===== src/rtl/stepper_step_scheduler.sv =====
// rtl/stepper_step_scheduler.sv - DDA scheduler spreading per-tick microstep deltas into STEP/DIR pulses
// Optional feature macro: STEPPER_IDLE_DISABLE_EN (drop driver_en after IDLE_TICKS zero-delta ticks)
module stepper_step_scheduler #(
  parameter int SIM_PERIOD       = 500000,
  parameter int PULSE_CYCLES     = 100,
  parameter int DIR_SETUP_CYCLES = 50,
  parameter int STEPS_PER_REV    = 3200
`ifdef STEPPER_IDLE_DISABLE_EN
  ,
  parameter int IDLE_TICKS       = 200
`endif
) (
  input  logic               clock,
  input  logic               reset,
  input  logic               sim_tick,
  input  logic signed [15:0] delta_steps,
  input  logic               status_clear,
  output logic               step,
  output logic               dir,
  output logic               driver_en,
  output logic               busy,
  output logic               overrun,
  output logic               saturated,
  output logic [15:0]        motor_pos
);
  // The clamp keeps request spacing at or above one full pulse period.
  localparam int MAX_STEPS = SIM_PERIOD / (2 * PULSE_CYCLES);
  localparam int AW = $clog2(SIM_PERIOD + 1) + 1;
  localparam int PW = $clog2(PULSE_CYCLES + 1);
  localparam int SW = $clog2(DIR_SETUP_CYCLES + 1);
  localparam logic [16:0]   MAX_MAG    = 17'(MAX_STEPS);
  localparam logic [AW-1:0] PERIOD     = AW'(SIM_PERIOD);
  localparam logic [PW-1:0] PULSE_LAST = PW'(PULSE_CYCLES - 1);
  localparam logic [SW-1:0] SETUP_LAST = SW'(DIR_SETUP_CYCLES - 1);
  localparam logic [15:0]   POS_LAST   = 16'(STEPS_PER_REV - 1);
`ifdef STEPPER_IDLE_DISABLE_EN
  localparam bit WAKE_SETUP = 1'b1;
`else
  localparam bit WAKE_SETUP = 1'b0;
`endif

  typedef enum logic [1:0] {IDLE, DIR_SETUP, RUN} state_t;
  state_t state, state_nxt;

  logic               tick_cur, tick_prev, tick_evt;
  logic signed [15:0] delta_q;
  logic [16:0]        mag_raw, mag_new, pending;
  logic [AW-1:0]      mag, acc, acc_sum;
  logic               new_dir, clamp;
  logic [SW-1:0]      setup_cnt;
  logic [PW-1:0]      pulse_cnt;
  logic               pulse_low, pulse_ready, pulse_idle, step_req;

  assign tick_evt    = tick_cur & ~tick_prev;
  assign mag_raw     = delta_q[15] ? (17'd0 - {delta_q[15], delta_q}) : {1'b0, delta_q};
  assign clamp       = mag_raw > MAX_MAG;
  assign mag_new     = clamp ? MAX_MAG : mag_raw;
  assign new_dir     = ~delta_q[15];
  assign acc_sum     = acc + mag;
  assign pulse_idle  = ~step & ~pulse_low;
  assign pulse_ready = ~step & (~pulse_low | (pulse_cnt == PULSE_LAST));
  assign step_req    = (state == RUN) && !tick_evt && (pending != 17'd0) && (acc_sum >= PERIOD);
  assign busy        = (state != IDLE);

  // Register sim_tick and delta together so the edge and its delta are seen in the same cycle.
  always_ff @(posedge clock or posedge reset) begin
    if (reset) begin
      tick_cur  <= 1'b0;
      tick_prev <= 1'b0;
      delta_q   <= '0;
    end else begin
      tick_cur  <= sim_tick;
      tick_prev <= tick_cur;
      delta_q   <= delta_steps;
    end
  end

  // FSM state register.
  always_ff @(posedge clock or posedge reset) begin
    if (reset) state <= IDLE;
    else       state <= state_nxt;
  end

  // Next state: a new tick always restarts scheduling, abandoning any unfinished steps.
  always_comb begin
    state_nxt = state;
    if (tick_evt) begin
      if (mag_new == 17'd0)                      state_nxt = IDLE;
      else if ((new_dir != dir) || WAKE_SETUP)   state_nxt = DIR_SETUP;
      else                                       state_nxt = RUN;
    end else begin
      case (state)
        DIR_SETUP: if (setup_cnt == SETUP_LAST) state_nxt = RUN;
        RUN:       if ((pending == 17'd0) && pulse_idle) state_nxt = IDLE;
        default:   state_nxt = state;
      endcase
    end
  end

  // Latch the new delta on a tick and advance the DDA accumulator while running.
  always_ff @(posedge clock or posedge reset) begin
    if (reset) begin
      mag       <= '0;
      acc       <= '0;
      pending   <= '0;
      setup_cnt <= '0;
      dir       <= 1'b1;
    end else if (tick_evt) begin
      mag       <= AW'(mag_new);
      acc       <= '0;
      pending   <= mag_new;
      setup_cnt <= '0;
      if (mag_new != 17'd0) dir <= new_dir;
    end else begin
      if (state == DIR_SETUP) setup_cnt <= setup_cnt + SW'(1);
      if (state == RUN) acc <= (acc_sum >= PERIOD) ? (acc_sum - PERIOD) : acc_sum;
      if (step_req) pending <= pending - 17'd1;
    end
  end

  // Pulse generator: PULSE_CYCLES high then at least PULSE_CYCLES low per request.
  always_ff @(posedge clock or posedge reset) begin
    if (reset) begin
      step      <= 1'b0;
      pulse_low <= 1'b0;
      pulse_cnt <= '0;
    end else if (step_req) begin
      assert (pulse_ready);
      step      <= 1'b1;
      pulse_low <= 1'b0;
      pulse_cnt <= '0;
    end else if (step) begin
      if (pulse_cnt == PULSE_LAST) begin
        step      <= 1'b0;
        pulse_low <= 1'b1;
        pulse_cnt <= '0;
      end else begin
        pulse_cnt <= pulse_cnt + PW'(1);
      end
    end else if (pulse_low) begin
      if (pulse_cnt == PULSE_LAST) pulse_low <= 1'b0;
      else                         pulse_cnt <= pulse_cnt + PW'(1);
    end
  end

  // Track commanded position on each STEP rising edge, wrapping within one revolution.
  always_ff @(posedge clock or posedge reset) begin
    if (reset) begin
      motor_pos <= '0;
    end else if (step_req) begin
      if (dir) motor_pos <= (motor_pos == POS_LAST) ? 16'd0 : motor_pos + 16'd1;
      else     motor_pos <= (motor_pos == 16'd0) ? POS_LAST : motor_pos - 16'd1;
    end
  end

  // Sticky status flags; a setting event beats a simultaneous clear.
  always_ff @(posedge clock or posedge reset) begin
    if (reset) begin
      overrun   <= 1'b0;
      saturated <= 1'b0;
    end else begin
      if (tick_evt && busy) overrun <= 1'b1;
      else if (status_clear) overrun <= 1'b0;
      if (tick_evt && clamp) saturated <= 1'b1;
      else if (status_clear) saturated <= 1'b0;
    end
  end

`ifdef STEPPER_IDLE_DISABLE_EN
  localparam int IW = $clog2(IDLE_TICKS + 1);
  localparam logic [IW-1:0] IDLE_LAST = IW'(IDLE_TICKS - 1);
  logic [IW-1:0] idle_cnt, idle_cnt_nxt;
  logic          idle_off, idle_off_nxt;

  // Count consecutive zero-delta ticks seen in IDLE; any nonzero tick wakes the driver.
  always_comb begin
    idle_cnt_nxt = idle_cnt;
    idle_off_nxt = idle_off;
    if (tick_evt && (mag_new != 17'd0)) begin
      idle_cnt_nxt = '0;
      idle_off_nxt = 1'b0;
    end else if (tick_evt && (state == IDLE) && !idle_off) begin
      if (idle_cnt == IDLE_LAST) idle_off_nxt = 1'b1;
      else                       idle_cnt_nxt = idle_cnt + IW'(1);
    end
  end

  // Driver enable follows the idle-disable state once out of reset.
  always_ff @(posedge clock or posedge reset) begin
    if (reset) begin
      idle_cnt  <= '0;
      idle_off  <= 1'b0;
      driver_en <= 1'b0;
    end else begin
      idle_cnt  <= idle_cnt_nxt;
      idle_off  <= idle_off_nxt;
      driver_en <= ~idle_off_nxt;
    end
  end
`else
  // Driver enable rises on the first clock after reset release and stays high.
  always_ff @(posedge clock or posedge reset) begin
    if (reset) driver_en <= 1'b0;
    else       driver_en <= 1'b1;
  end
`endif

endmodule

===== config.mk =====
export PLATFORM = sky130hd
export DESIGN_NAME = stepper_step_scheduler
export DESIGN_NICKNAME = d
export VERILOG_FILES = /design/src/rtl/stepper_step_scheduler.sv
export SDC_FILE = /design/constraint.sdc
export NUM_CORES = 1
export LEC_CHECK = 0
export ABC_AREA = 1
export BUFFER_PORTS_ARGS = -buffer_cell sky130_fd_sc_hd__buf_2
export CAP_MARGIN = 20
export CORE_ASPECT_RATIO = 0.8
export CORE_MARGIN = 1
export CORE_UTILIZATION = 30
export DETAILED_ROUTE_END_ITERATION = 12
export PLACE_DENSITY = 0.56
export SYNTH_ARGS = -nofsm -noshare
export SYNTH_HDL_FRONTEND = slang
export SYNTH_SLANG_ARGS = --single-unit

===== constraint.sdc =====
create_clock -name clock -period 4.58 [get_ports clock]
set_input_delay 0 -clock clock [delete_from_list [all_inputs] [get_ports clock]]
set_output_delay 0 -clock clock [all_outputs]
set_load 0.01 [all_outputs]

After elaboration in Yosys (flattened, before gate mapping)

Index checks and enable logic that the tools add are counted.

Register bits after elaboration: 109
Output and inout port bits: 22
Logic and storage cells: 98

Add/subtract/negate cells: 8
$lt $le $gt $ge: 2
Equality and inequality tests: 10
Mux-type cells: 33
Bitwise logic cells: 6
Reduce and logical (&&, ||, !) cells: 23

Operator list:

| kind                                                                | count |
|---|---|
| two-way mux 17 bit                                                  | 4 |
| two-way mux 20 bit                                                  | 3 |
| two-way mux 16 bit                                                  | 3 |
| two-way mux 7 bit                                                   | 5 |
| logical NOT 17 bit                                                  | 2 |
| nonzero test 17 bit                                                 | 2 |
| adder 20 x 17 -> 20 bit                                             | 1 |
| greater-or-equal comparator 20 x 19 -> 1 bit, second input constant | 1 |
| subtractor 20 x 19 -> 20 bit, second input constant                 | 1 |
| greater-than comparator 17 x 12 -> 1 bit, second input constant     | 1 |
| subtractor 1 x 16 -> 17 bit, first input constant                   | 1 |
| subtractor 17 x 1 -> 17 bit, second input constant                  | 1 |
| adder 16 x 1 -> 16 bit, second input constant                       | 1 |
| == test 16 x 12 -> 1 bit, second input constant                     | 1 |
| logical NOT 16 bit                                                  | 1 |
| subtractor 16 x 1 -> 16 bit, second input constant                  | 1 |
| two-way mux 6 bit                                                   | 2 |
| nonzero test 2 bit                                                  | 6 |
| two-way mux 1 bit                                                   | 10 |
| two-way mux 2 bit                                                   | 5 |
| adder 7 x 1 -> 7 bit, second input constant                         | 1 |
| == test 7 bit, second input constant                                | 1 |
| adder 6 x 1 -> 6 bit, second input constant                         | 1 |
| == test 6 bit, second input constant                                | 1 |
| other kinds (14)                                                    | 26 |

Longest topological paths before layout

Depth after elaboration: 8
Gate-level depth with buffers: 21

Worst setup path before layout

OpenSTA, ideal clock, no wires.

Path type: reg2reg
Start: register mag[0]
End: register acc[17]
Setup time: 66 ps
Data arrival time: 2504 ps
Required time: 4514 ps
Slack: 2010 ps
Stages on the path, launching flop included: 17
Path through: dfrtp_1 > ha_1 > fa_1 > nand2_1 > nand3_1 > xnor2_1 > ha_1 > inv_1 > o21ai_0 > nand2_1 > nand2_1 > nand2_1 > nand2_1 > nand2_1 > nand2_1 > nand3_1 > nand2_1

Longest elaborated chain between the ends: 5
Elaborated cells between the ends (all ways): 6
Those cells by class: 2 x add/sub; 1 x order compare; 3 x mux

Ends and longest elaborated chain:

| element                                                                                             | RTL line | RTL |
|---|---|---|
| start: declaration                                                                                  | 48       | `logic [AW-1:0] mag, acc, acc_sum;` |
| start signal: assignment                                                                            | 109      | `mag <= AW'(mag_new);` |
| adder 20 x 17 -> 20 bit (*)                                                                         | 59       | `assign acc_sum = acc + mag;` |
| subtractor 20 x 19 -> 20 bit / greater-or-equal comparator 20 x 19 -> 1 bit (equally long branches) | 116      | `if (state == RUN) acc <= (acc_sum >= PERIOD) ? (acc_sum - PERIOD) : acc_sum;` |
| two-way mux 20 bit (*) (2 in series)                                                                | 116      |  |
| two-way mux 20 bit (*)                                                                              | 108      | `end else if (tick_evt) begin` |
| end signal: assignment                                                                              | 116      |  |
| end: declaration                                                                                    | 48       |  |

Mark *: on every way between the ends. The rest lies on a longest branch, timed or not. The select of a mux whose other input is x is not followed.
A chain may end at the register's enable or synchronous reset.

Final worst setup path

Start: register mag[0]
End: register motor_pos[11]

Longest elaborated chain between the ends: 3

Ends and longest elaborated chain:

| element                                      | RTL line | RTL |
|---|---|---|
| adder 20 x 17 -> 20 bit                      | 59       |  |
| greater-or-equal comparator 20 x 19 -> 1 bit | 62       | `assign step_req = (state == RUN) && !tick_evt && (pending != 17'd0) && (acc_sum >= PERIOD);` |
| logical AND 1 bit                            | 62       |  |
| end signal: assignment                       | 151      | `if (dir) motor_pos <= (motor_pos == POS_LAST) ? 16'd0 : motor_pos + 16'd1;` |
| end signal: assignment                       | 152      | `else motor_pos <= (motor_pos == 16'd0) ? POS_LAST : motor_pos - 16'd1;` |
| end: declaration                             | 24       | `output logic [15:0] motor_pos` |

Every way passes these cells.

==> results.cfg <==
[outcome]
outcome = completed

[cts]
clk_pin_slew_ns = 0.08
cts_tree = done
cts_root_buf = clkbuf_16
h-tree-depth = 3
cts_buffer_depth = 2
clkLatencyLatePin_ns = 0.37
cts_buffers = 9
cts_sinks = 109
cts_setup_buffers = 0

[place]
dpl.cell_count = 1458
hpwl_mm = 14.1
gp_congestion = 0.900
port_buffers = 41
place_area_um2 = 8020

[setup_path]
critPathLaunchType = register
path_cells = ha_1 -> fa_1 -> nand2_1 -> nand2_1 -> nand3b_1 -> nand2_1 -> xor2_1 -> nand2_1 -> nand2_2 -> nand2_1 -> nand2_2 -> nand2_2 -> nand2_2 -> nand2_4 -> inv_2 -> o21ai_0 -> nand2_1
end_kind = register
slowest_stage = fa_1
worstPathArrival_ns = 3.80
worst_path_largest_cell_delay_ns = 0.43
path_class = reg2reg
crit_fanout = 30
cpMostUsedCell = nand2_1
cp.required_ns = 4.89

[global_route]
grt_use_total = 0.160
grt-ovfl-total = 0
grt_antenna_before_repair = 0
grt_pass1_vias = 6496
grt_pass1_wl_mm = 32.3
grt_max_degree = 72

[cells_and_area]
num-fill-cells = 2689
mostFrequentLayoutCell = nand2_1
drive_gt1_frac = 0.0766
layout.cells.non_filler = 1493
design_area_um2 = 8480
multiInputGateArea_um2 = 4050
diodes = 0
areaGrowthSynthToFinish_pct = 12.7
nets = 1218
final_cell_mix = nand2_1 (367), inv_1 (157), dfrtp_1 (108)
final-seq-area_um2 = 2730

[pwr]
ir_drop_v = 0.000235
power.density_nw_per_um2 = 364
power.leakage_nw = 4.43
total_power_mw = 3.09

[drt]
drt-met1-wl_mm = 10.1
post_drt_wl_per_cell_um = 12.8
finalWirelength_mm = 19.1
vias_per_cell = 4.68
dr.pass1.iters = 6
drc = 0
wl_met2_mm = 7.88
wl_met3_um = 933
drtIter0Drc = 441
top_layer_used = met4
antenna_left = 0
vias = 6993

[sta]
tns_ns = 0
finClkSkew_ns = 0.0109
fmax_ghz = 0.286
timing.final.crit_period_ns = 3.49
hold_ws_ns = 0.269
worst_slew_pin_slew_ns = 0.944
period_share = 0.763
rsz0062_at_grt = false
slew_headroom = 0.371
finalSetupViolations = 0
drv_slew = 0
hold_viol_final = 0

[floorplan]
io_pins = 42
std_cell_rows = 51
chipHeight_um = 144
start_util = 0.307
die_area_um2 = 25700
core_um2 = 24500
die_w_um = 179

[synth]
yosys_warnings = 0
synthCells = 1121
syn_nets = 1168
ys_ff_latch = 109
synth_area_um2 = 7520
synth_edf_count = 0
yosys_most_used_dff = dfrtp_1
ys_seq_area_frac = 0.363
postSynthAreaPerCell_um2 = 6.71
yosysUniqueCellTypes = 43
async_reset_ff_frac = 1.00

[flow_run]
drv_cap = 0

[worst_hold_path]
hold_path.class = in2reg
[sequential cells by signal, indices dropped and copies added, names as in the netlist]
register / flops
motor_pos: 16
acc: 20
overrun: 1
pulse_low: 1
pending: 17
driver_en: 1
tick_cur: 1
pulse_cnt: 7
dir: 1
state: 2
setup_cnt: 6
delta_q: 16
step: 1
mag: 17
saturated: 1
tick_prev: 1
[synth_stat cells (all sizes together), types with 2 or more instances]
master / number / area share
a22o: 3 / 0.0035
a21oi: 23 / 0.016
nor3: 16 / 0.011
buf: 14 / 0.013
o211ai: 2 / 0.0020
nand2: 378 / 0.19
or2: 5 / 0.0042
nand3: 96 / 0.065
nand4: 13 / 0.011
inv: 163 / 0.081
nand3b: 9 / 0.0090
o21ai: 89 / 0.060
nor2: 98 / 0.049
xnor2: 5 / 0.0058
clkbuf: 12 / 0.0060
a31oi: 5 / 0.0042
and2: 4 / 0.0033
xor2: 32 / 0.038
ha: 26 / 0.043
dfrtp: 108 / 0.36
o22ai: 7 / 0.0058
nor4: 4 / 0.0033
[per-stage QoR]
step | util | worst slack, ns
final | 0.346 | 1.09
after global routing | 0.346 | 0.629
after CTS | 0.346 | 1.05
after detailed placement | 0.327 | 1.07
after global placement | 0.327 | 1.14
after floorplan | - | 1.71
[kinds of logic (layout without fill, tap and decap cells)]
kind of cell | after synthesis | in the layout | synth area share
buffers and inverters | 189 | 243 | 0.100
other | 1 | 1 | 0.000498
adder cells (fa/ha/maj) | 27 | 27 | 0.0459
AND/OR/NAND/NOR | 623 | 623 | 0.349
flip-flops | 109 | 109 | 0.363
AO/OA/AOI/OAI | 135 | 135 | 0.0979
XOR/XNOR | 37 | 37 | 0.0441
[metal layers]
metal  up-vias  track usage
met3        10       0.0288
met4         0       0.0397
met5         -            0
met1      3188        0.237
li1       3651            -
met2       144        0.237
[worst max-delay path, delay by kind of cell (launching register included)]
| kind | cells | cell delay (ns) |
|---|---|---|
| xor+xnor | 1 | 0.28 |
| flops | 1 | 0.39 |
| compound gates | 1 | 0.16 |
| fa+ha+maj | 2 | 0.68 |
| buf+inv | 1 | 0.43 |
| simple gates | 12 | 1.47 |
[area by class of cell]
type | instances | area share
multi-input cells | 823 | 0.477
repair buffers | 65 | 0.0507
clock buffers | 11 | 0.0274
inverters | 163 | 0.0724
well taps | 318 | 0.0469
clock inverters | 4 | 0.00398
flip-flops and latches | 109 | 0.322
[power breakdown]
group	total [mW]	internal (mW)	switching [mW]
Sequential	1.18	1.09	0.0955
Clock	0.757	0.373	0.385
Combinational	1.15	0.391	0.754
Total	3.09	1.85	1.23
[worst paths after layout]
check                                    start            end  slack [ns]  cells past startpoint
min in group asynchronous                reset      driver_en        0.37                      3
worst max register to register          mag[0]  motor_pos[11]        1.09                     17
max in group asynchronous                reset            dir        3.09                      4
worst min-delay path            delta_steps[8]     delta_q[8]        0.27                      2
worst max-delay path                    mag[0]  motor_pos[11]        1.09                     17
worst min register to register        tick_cur      tick_prev        0.40                      0
[timing repair]
item | 4_1_cts | 5_1_grt
hold endpoints to repair | 89 | 0
resized for setup | 0 | 0
hold buffers | 19 | 0
Note: power is estimated with default switching activity, not from simulation.
